[src/rtl/bmult6x6_sched_pkg.sv]
// Shared sizes and the tag carried alongside the 6x6 multiplier pipeline.
package bmult6x6_sched_pkg;
  localparam int N_REQ    = 4;
  localparam int MULT_LAT = 2;
  localparam int OP_W     = 6;
  localparam int P_W      = 12;

  typedef struct packed {
    logic                       vld;
    logic [$clog2(N_REQ)-1:0]   id;
  } tag_t;
endpackage

[src/rtl/bmult6x6_rr_sched_if.sv]
// Requester/response bundle between the requesters and the shared multiplier scheduler.
interface bmult6x6_rr_sched_if #(
  parameter int N_REQ    = bmult6x6_sched_pkg::N_REQ,
  parameter int MULT_LAT = bmult6x6_sched_pkg::MULT_LAT
);
  localparam int OP_W  = bmult6x6_sched_pkg::OP_W;
  localparam int P_W   = bmult6x6_sched_pkg::P_W;
  localparam int CNT_W = $clog2(MULT_LAT + 1);

  logic                       hold;
  logic [N_REQ-1:0]           req_valid;
  logic [N_REQ-1:0][OP_W-1:0] req_a;
  logic [N_REQ-1:0][OP_W-1:0] req_b;
  logic [N_REQ-1:0]           req_ready;
  logic [N_REQ-1:0]           rsp_valid;
  logic [P_W-1:0]             rsp_p;
  logic [CNT_W-1:0]           inflight;
  logic [15:0]                ops_cnt;

  modport master (
    output hold, req_valid, req_a, req_b,
    input  req_ready, rsp_valid, rsp_p, inflight, ops_cnt
  );

  modport slave (
    input  hold, req_valid, req_a, req_b,
    output req_ready, rsp_valid, rsp_p, inflight, ops_cnt
  );
endinterface

[src/rtl/Bmult6x6.sv]
// Unsigned 6x6 multiplier with a LAT-deep output pipeline.
module Bmult6x6
  import bmult6x6_sched_pkg::*;
#(
  parameter int LAT = MULT_LAT
) (
  input  logic            clk,
  input  logic [OP_W-1:0] i_a,
  input  logic [OP_W-1:0] i_b,
  output logic [P_W-1:0]  o_p
);
  logic [P_W-1:0] r_p [LAT];

  // NOTE: the data stages carry no reset; validity lives in the scheduler's tag pipeline.
  always_ff @(posedge clk) begin
    r_p[0] <= P_W'(i_a) * P_W'(i_b);
    for (int s = 1; s < LAT; s++) begin
      r_p[s] <= r_p[s-1];
    end
  end

  assign o_p = r_p[LAT-1];
endmodule

[src/rtl/bmult6x6_rr_arb.sv]
// Round-robin arbiter: first asserted request at or after ptr, wrapping modulo N_REQ.
module bmult6x6_rr_arb #(
  parameter int N_REQ = bmult6x6_sched_pkg::N_REQ,
  parameter int ID_W  = $clog2(N_REQ)
) (
  input  logic [N_REQ-1:0] req,
  input  logic [ID_W-1:0]  ptr,
  output logic [N_REQ-1:0] gnt,
  output logic [ID_W-1:0]  gnt_id
);
  logic            w_found;
  logic [ID_W-1:0] w_sel;

  // NOTE: every variable gets a default before the search so no latch is inferred.
  always_comb begin
    gnt     = '0;
    gnt_id  = '0;
    w_found = 1'b0;
    w_sel   = '0;
    for (int k = 0; k < N_REQ; k++) begin
      w_sel = ID_W'((int'(ptr) + k) % N_REQ);
      if (!w_found && req[w_sel]) begin
        w_found    = 1'b1;
        gnt[w_sel] = 1'b1;
        gnt_id     = w_sel;
      end
    end
  end
endmodule

[src/rtl/bmult6x6_rr_sched.sv]
// Shares one pipelined 6x6 multiplier among N_REQ requesters with round-robin issue.
module bmult6x6_rr_sched #(
  parameter int N_REQ    = bmult6x6_sched_pkg::N_REQ,
  parameter int MULT_LAT = bmult6x6_sched_pkg::MULT_LAT
) (
  input logic                clk,
  input logic                rst,
  bmult6x6_rr_sched_if.slave bus
);
  localparam int ID_W  = $clog2(N_REQ);
  localparam int CNT_W = $clog2(MULT_LAT + 1);
  localparam int OP_W  = bmult6x6_sched_pkg::OP_W;
  localparam int P_W   = bmult6x6_sched_pkg::P_W;

  typedef bmult6x6_sched_pkg::tag_t tag_t;

  logic [ID_W-1:0]  r_ptr;
  tag_t             r_tag [MULT_LAT];
  logic [CNT_W-1:0] r_inflight;
  logic [15:0]      r_ops_cnt;

  logic [N_REQ-1:0] w_req;
  logic [N_REQ-1:0] w_gnt;
  logic [ID_W-1:0]  w_gnt_id;
  logic             w_issue;
  logic             w_retire;
  logic [OP_W-1:0]  w_mul_a;
  logic [OP_W-1:0]  w_mul_b;
  logic [P_W-1:0]   w_mul_p;
  tag_t             w_tag_out;

  // Reset and hold both mask requests so no grant is ever offered while either is high.
  assign w_req = (rst || bus.hold) ? '0 : bus.req_valid;

  bmult6x6_rr_arb #(.N_REQ(N_REQ), .ID_W(ID_W)) u_arb (
    .req    (w_req),
    .ptr    (r_ptr),
    .gnt    (w_gnt),
    .gnt_id (w_gnt_id)
  );

  assign w_issue = |w_gnt;
  assign w_mul_a = w_issue ? bus.req_a[w_gnt_id] : '0;
  assign w_mul_b = w_issue ? bus.req_b[w_gnt_id] : '0;

  Bmult6x6 #(.LAT(MULT_LAT)) u_mult (
    .clk (clk),
    .i_a (w_mul_a),
    .i_b (w_mul_b),
    .o_p (w_mul_p)
  );

  assign w_tag_out = r_tag[MULT_LAT-1];
  assign w_retire  = w_tag_out.vld;

  // NOTE: all state below uses non-blocking assignments so every stage samples pre-edge values.
  always_ff @(posedge clk) begin
    if (rst) begin
      r_ptr      <= '0;
      r_inflight <= '0;
      r_ops_cnt  <= '0;
      for (int s = 0; s < MULT_LAT; s++) begin
        r_tag[s] <= '0;
      end
    end else begin
      if (w_issue) begin
        r_ptr <= (w_gnt_id == ID_W'(N_REQ - 1)) ? '0 : w_gnt_id + 1'b1;
      end
      r_tag[0] <= '{vld: w_issue, id: w_gnt_id};
      for (int s = 1; s < MULT_LAT; s++) begin
        r_tag[s] <= r_tag[s-1];
      end
      r_inflight <= r_inflight + CNT_W'(w_issue) - CNT_W'(w_retire);
      if (w_retire) begin
        r_ops_cnt <= r_ops_cnt + 16'd1;
      end
    end
  end

  // Outputs read as zero throughout reset, including the first reset cycle.
  always_comb begin
    bus.req_ready = w_gnt;
    bus.rsp_valid = '0;
    bus.rsp_p     = '0;
    if (w_retire && !rst) begin
      bus.rsp_valid = N_REQ'(1) << w_tag_out.id;
      bus.rsp_p     = w_mul_p;
    end
  end

  assign bus.inflight = rst ? '0 : r_inflight;
  assign bus.ops_cnt  = rst ? '0 : r_ops_cnt;
endmodule

[src/flat_wrapper.sv]
// flat-port wrapper written by rule: the top's interface ports become plain ports
module bmult6x6_rr_sched_flat 
#(
  parameter int N_REQ    = bmult6x6_sched_pkg::N_REQ,
  parameter int MULT_LAT = bmult6x6_sched_pkg::MULT_LAT
)
  (clk, rst, bus_hold, bus_req_valid, bus_req_a, bus_req_b, bus_req_ready, bus_rsp_valid, bus_rsp_p, bus_inflight, bus_ops_cnt);
  bmult6x6_rr_sched_if #(.N_REQ(N_REQ), .MULT_LAT(MULT_LAT)) bus_i ();
  input logic clk;
  input logic rst;
  input wire logic [$bits(bus_i.hold)-1:0] bus_hold;
  input wire logic [$bits(bus_i.req_valid)-1:0] bus_req_valid;
  input wire logic [$bits(bus_i.req_a)-1:0] bus_req_a;
  input wire logic [$bits(bus_i.req_b)-1:0] bus_req_b;
  output wire logic [$bits(bus_i.req_ready)-1:0] bus_req_ready;
  output wire logic [$bits(bus_i.rsp_valid)-1:0] bus_rsp_valid;
  output wire logic [$bits(bus_i.rsp_p)-1:0] bus_rsp_p;
  output wire logic [$bits(bus_i.inflight)-1:0] bus_inflight;
  output wire logic [$bits(bus_i.ops_cnt)-1:0] bus_ops_cnt;
  assign bus_i.hold = bus_hold;
  assign bus_i.req_valid = bus_req_valid;
  assign bus_i.req_a = bus_req_a;
  assign bus_i.req_b = bus_req_b;
  assign bus_req_ready = bus_i.req_ready;
  assign bus_rsp_valid = bus_i.rsp_valid;
  assign bus_rsp_p = bus_i.rsp_p;
  assign bus_inflight = bus_i.inflight;
  assign bus_ops_cnt = bus_i.ops_cnt;
  bmult6x6_rr_sched #(.N_REQ(N_REQ), .MULT_LAT(MULT_LAT)) u_core (.clk(clk), .rst(rst), .bus(bus_i));
endmodule
[config.mk]
export PLATFORM = sky130hd
export DESIGN_NAME = bmult6x6_rr_sched_flat
export DESIGN_NICKNAME = d
export VERILOG_FILES = /design/src/rtl/bmult6x6_sched_pkg.sv /design/src/rtl/bmult6x6_rr_sched_if.sv /design/src/rtl/Bmult6x6.sv /design/src/rtl/bmult6x6_rr_arb.sv /design/src/rtl/bmult6x6_rr_sched.sv /design/src/flat_wrapper.sv
export SDC_FILE = /design/constraint.sdc
export NUM_CORES = 1
export LEC_CHECK = 0
export ABC_AREA = 1
export CAP_MARGIN = 30
export CORE_ASPECT_RATIO = 1.2
export CORE_MARGIN = 4
export CORE_UTILIZATION = 47
export DETAILED_ROUTE_END_ITERATION = 8
export MAX_ROUTING_LAYER = met4
export PLACE_DENSITY = 0.89
export SYNTH_ARGS = -nofsm -noshare
export SYNTH_HDL_FRONTEND = slang
export SYNTH_HIERARCHICAL = 1
export SYNTH_SLANG_ARGS = --single-unit
[constraint.sdc]
create_clock -name clk -period 5.05 [get_ports clk]
set_input_delay 0.505 -clock clk [delete_from_list [all_inputs] [get_ports clk]]
set_output_delay 0.505 -clock clk [all_outputs]
set_load 0.05 [all_outputs]
==> results.txt, run 1 <==
The most common cell after layout, fill and taps aside is nor2_1. The adder-cell share of the synthesized area works out to 0.167. Dividing the detail-routed wire length by the instance count gives 16.5 µm. The endpoint identified for the worst register-to-register timing path is u_core/u_mult/r_p[0][8]. The floorplan has 37 rows. Routability-driven placement finished with a final weighted congestion of 0.884. The largest net degree at the start of global routing was 34; the number of search-and-repair iterations in the first detailed-routing pass was 5.

At the pin with the least slew margin, the transition time is 0.513 ns. From synthesis to final layout, the design area changed by 59.8%. The worst hold path begins at u_core/u_mult/r_p[0][8].

For this design the top-level I/O count stands at 93. Counting flops with a built-in enable in the synthesized netlist gives 0. The least setup slack across all paths after layout is -0.136 ns. The run finished, with violations left. The post-synthesis sequential area ratio was 0.242. The initial cell density of the core was 0.482; the final setup skew was 0.00942 ns.

The reported max-cap violation count is 0. For the worst-skew pair, the clock arrives at the later sink with an insertion delay of 0.30 ns. The area share of xor/xnor cells in the synthesized design was 0.0170. A synthesized cell averages 6.60 µm². In this run the standard cell core region covers 8560 µm². 0 antenna diodes ended up in the layout. Path type of the worst min-delay path: reg2reg.

The run gives 8.14 mm as the placed wire-length estimate after detailed placement. The worst setup path is captured at a flip-flop. The die is 111 µm tall. The shortest period the worst path allows came out at 5.19 ns.

The category of the most critical setup path was in2reg. Setup violations remaining at the end of the flow were counted as 6. The netlist uses 36 different library cells.

The worst register-to-register path has a depth of 31. The cell count of the worst hold path is 0, and the upper clock frequency limit is 0.193 GHz. The total number of vias was 4,907; the register bit count reported by yosys was 50. The critical path startpoint category is an input pin. In this run the deepest clock path goes through 2 buffers. The wire length of the first global-routing pass came out at 20.2 mm.

The filler cell count was 506. The run gives 287 as the number of DRC markers after the initial detailed-route iteration. Per-cell via count in the routed design: 5.37.

The dominant register cell in the synthesized netlist was dfxtp_1. The run gives 0 as the initial antenna violation count. Of all nets on the critical path, the largest fanout is 5. The cell at the root of the clock tree was clkbuf_8. TritonCTS built the clock tree. The die area came out at 10,400 µm². The run gives 6 as the number of warnings printed during yosys synthesis. Input and output buffers added on the ports amount to 92. The part of the cycle the worst path needs came out at 1.03. TritonCTS created 5 clock buffers. The cell class contributing the biggest share of worst-path delay is simple AND/OR/NAND/NOR gates. The worst register-to-register path begins at u_core/r_ptr[1].

After the last flow step, the layout net total stands at 896. The final reports fail on setup timing. The fraction of the mapped netlist area in compound gates came out at 0.0793. The tools report the sink of the worst hold path as u_core/u_mult/r_p[0][20]. The reg-to-reg setup timing slack was -0.12 ns. Setup repair after global routing could not meet its margin everywhere. The die width works out to 93.6 µm.

Number of instances in the synthesized netlist: 626. The overall global routing resource usage was 0.242; the delay of the slowest critical-path stage was 0.56 ns. The fraction of registers with async set/reset is 0, and the total non-filler cell area in the finished layout is 6600 µm². The critical path contains buffers and inverters numbering 9 combined.

At the worst endpoint, the required time is 5.23 ns. The netlist area before placement came out at 4130 µm². Highest-delay cell along the critical path: fa_1. The final core area utilization is 0.771.

The proportion of layout cells with a drive suffix above 1 was 0.345; the final routed wirelength across all metal layers was 15.1 mm. The library cells used most frequently in the layout, excluding fill and tap cells, are 102 x nor2_1, 95 x inv_1, 86 x clkdlybuf4s50_1. For the relative max-transition margin, the log shows 0.657. The number of sinks driven by the clock tree was 50; the simple-gate share of the synthesized area was 0.332. The fraction of synthesized area in multiplexers is 0. Data on the critical path arrives at its endpoint at 5.37 ns.

Sum of overflow across all layers after global routing: 0. The number of nets produced by synthesis is 726. Number of hold violations in the final report: 0.

Clock-pin slew was measured on the worst setup and hold paths at 0.08 ns. The via count of the first global-routing pass is 4,758. The H-tree was split into 2 levels. In the routed design, unresolved DRC markers number 0. The dominant combinational cell family by area after synthesis was simple AND/OR/NAND/NOR gates. In this run the remaining antenna-violating nets after routing total 0. The run gives 0 as the number of pins exceeding their max-slew limit in the final report. Summing all placed instances gives a cell area of 5600 µm².
[through the flow]
stage | setup slack, ns | hold WS (ns) | std cells | setup TNS, ns
3_3_place_gp | -0.437 | 0.310 | 862 | -2.37
2_1_floorplan | 0.0117 | 0.310 | 626 | 0
6_report | -0.136 | 0.332 | 914 | -0.577
3_5_place_dp | -0.704 | 0.312 | 862 | -3.96
5_1_grt | -0.312 | 0.334 | 914 | -1.67
4_1_cts | 0.00436 | 0.325 | 903 | 0
[flip-flops by register name, indices dropped and copies added (netlist names)]
name	count
u_core/u_mult/r_p	24
u_core/r_ops_cnt	16
u_core/r_inflight	2
u_core/r_tag	6
u_core/r_ptr	2
[cell families after synthesis]
family / count (synthesis)
adder cells (fa/ha/maj): 45
XOR/XNOR: 8
AND/OR/NAND/NOR: 306
buffers and inverters: 154
flip-flops: 50
AO/OA/AOI/OAI: 63
[worst max path at each step]
stage                    startpoint                  endpoint  cells past startpoint
CTS                 u_core/r_ptr[1]  u_core/u_mult/r_p[0][10]                     30
global placement                rst  u_core/u_mult/r_p[0][10]                     31
finish                     bus_hold   u_core/u_mult/r_p[0][8]                     33
detailed placement              rst  u_core/u_mult/r_p[0][10]                     31
global route               bus_hold   u_core/u_mult/r_p[0][9]                     33
floorplan                       rst  u_core/u_mult/r_p[0][11]                     28
[cell usage after synthesis, types with 2 or more instances]
cell type	instances	area share
clkbuf_1	5	0.0045
nand3b_1	2	0.0036
xnor2_1	4	0.0085
nand2_4	2	0.0055
xor2_1	4	0.0085
buf_6	2	0.0055
buf_4	13	0.024
nand2_1	105	0.095
or2_1	2	0.0030
nor2_4	3	0.0082
ha_1	28	0.085
fa_1	17	0.082
dfxtp_1	50	0.24
nand3_2	2	0.0048
nand3_1	37	0.045
nor3_1	9	0.011
inv_1	121	0.11
o21ai_0	29	0.035
a21oi_1	26	0.031
nand2_8	2	0.0097
a21boi_0	4	0.0073
o21ai_1	3	0.0036
nand2_2	9	0.014
nor2_1	124	0.11
inv_2	3	0.0027
buf_2	7	0.0085
nor2_2	4	0.0061
[routing by layer]
metal  track usage  share of wire
met3        0.0305          0.068
met1         0.238           0.34
met4         0.136          0.087
met2         0.448           0.51
met5             -              0
[repair_timing]
item                                    4_1_cts  5_1_grt
hold buffers                                  0        0
cloned                                        5        1
endpoints found under the setup margin        7        8
gates resized for setup                      77      111
pin swaps                                    54       60
setup buffers                                28       10
[final cells by class]
type	instances	area, µm²	share of cell area
Timing Repair Buffer	190	1770	0.269
Clock inverter	3	40.0	0.00607
Sequential cell	50	1000	0.152
Clock buffer	5	68.8	0.0104
Tap cell	117	146	0.0222
Multi-Input combinational cell	422	3050	0.461
Timing Repair inverter	1	7.51	0.00114
Inverter	126	517	0.0783
Power of run 1 is left out: the tool's default activity adds up to more than one toggle a clock period on the data nets, which glitch-free logic cannot reach.
==> run 2, diff against run 1 <==
--- a/config.mk
+++ b/config.mk
@@ -6,6 +6,7 @@
 export NUM_CORES = 1
 export LEC_CHECK = 0
 export ABC_AREA = 1
+export ABC_CLOCK_PERIOD_IN_PS = 5050
 export CAP_MARGIN = 30
 export CORE_ASPECT_RATIO = 1.2
 export CORE_MARGIN = 4
@@ -13,6 +14,7 @@
 export DETAILED_ROUTE_END_ITERATION = 8
 export MAX_ROUTING_LAYER = met4
 export PLACE_DENSITY = 0.89
+export SLEW_MARGIN = 20
 export SYNTH_ARGS = -nofsm -noshare
 export SYNTH_HDL_FRONTEND = slang
 export SYNTH_HIERARCHICAL = 1
==> results of run 2 <==
Final layout, timing and power as in run 1 (identical DEF).
Power of run 2 is left out for the same reason.
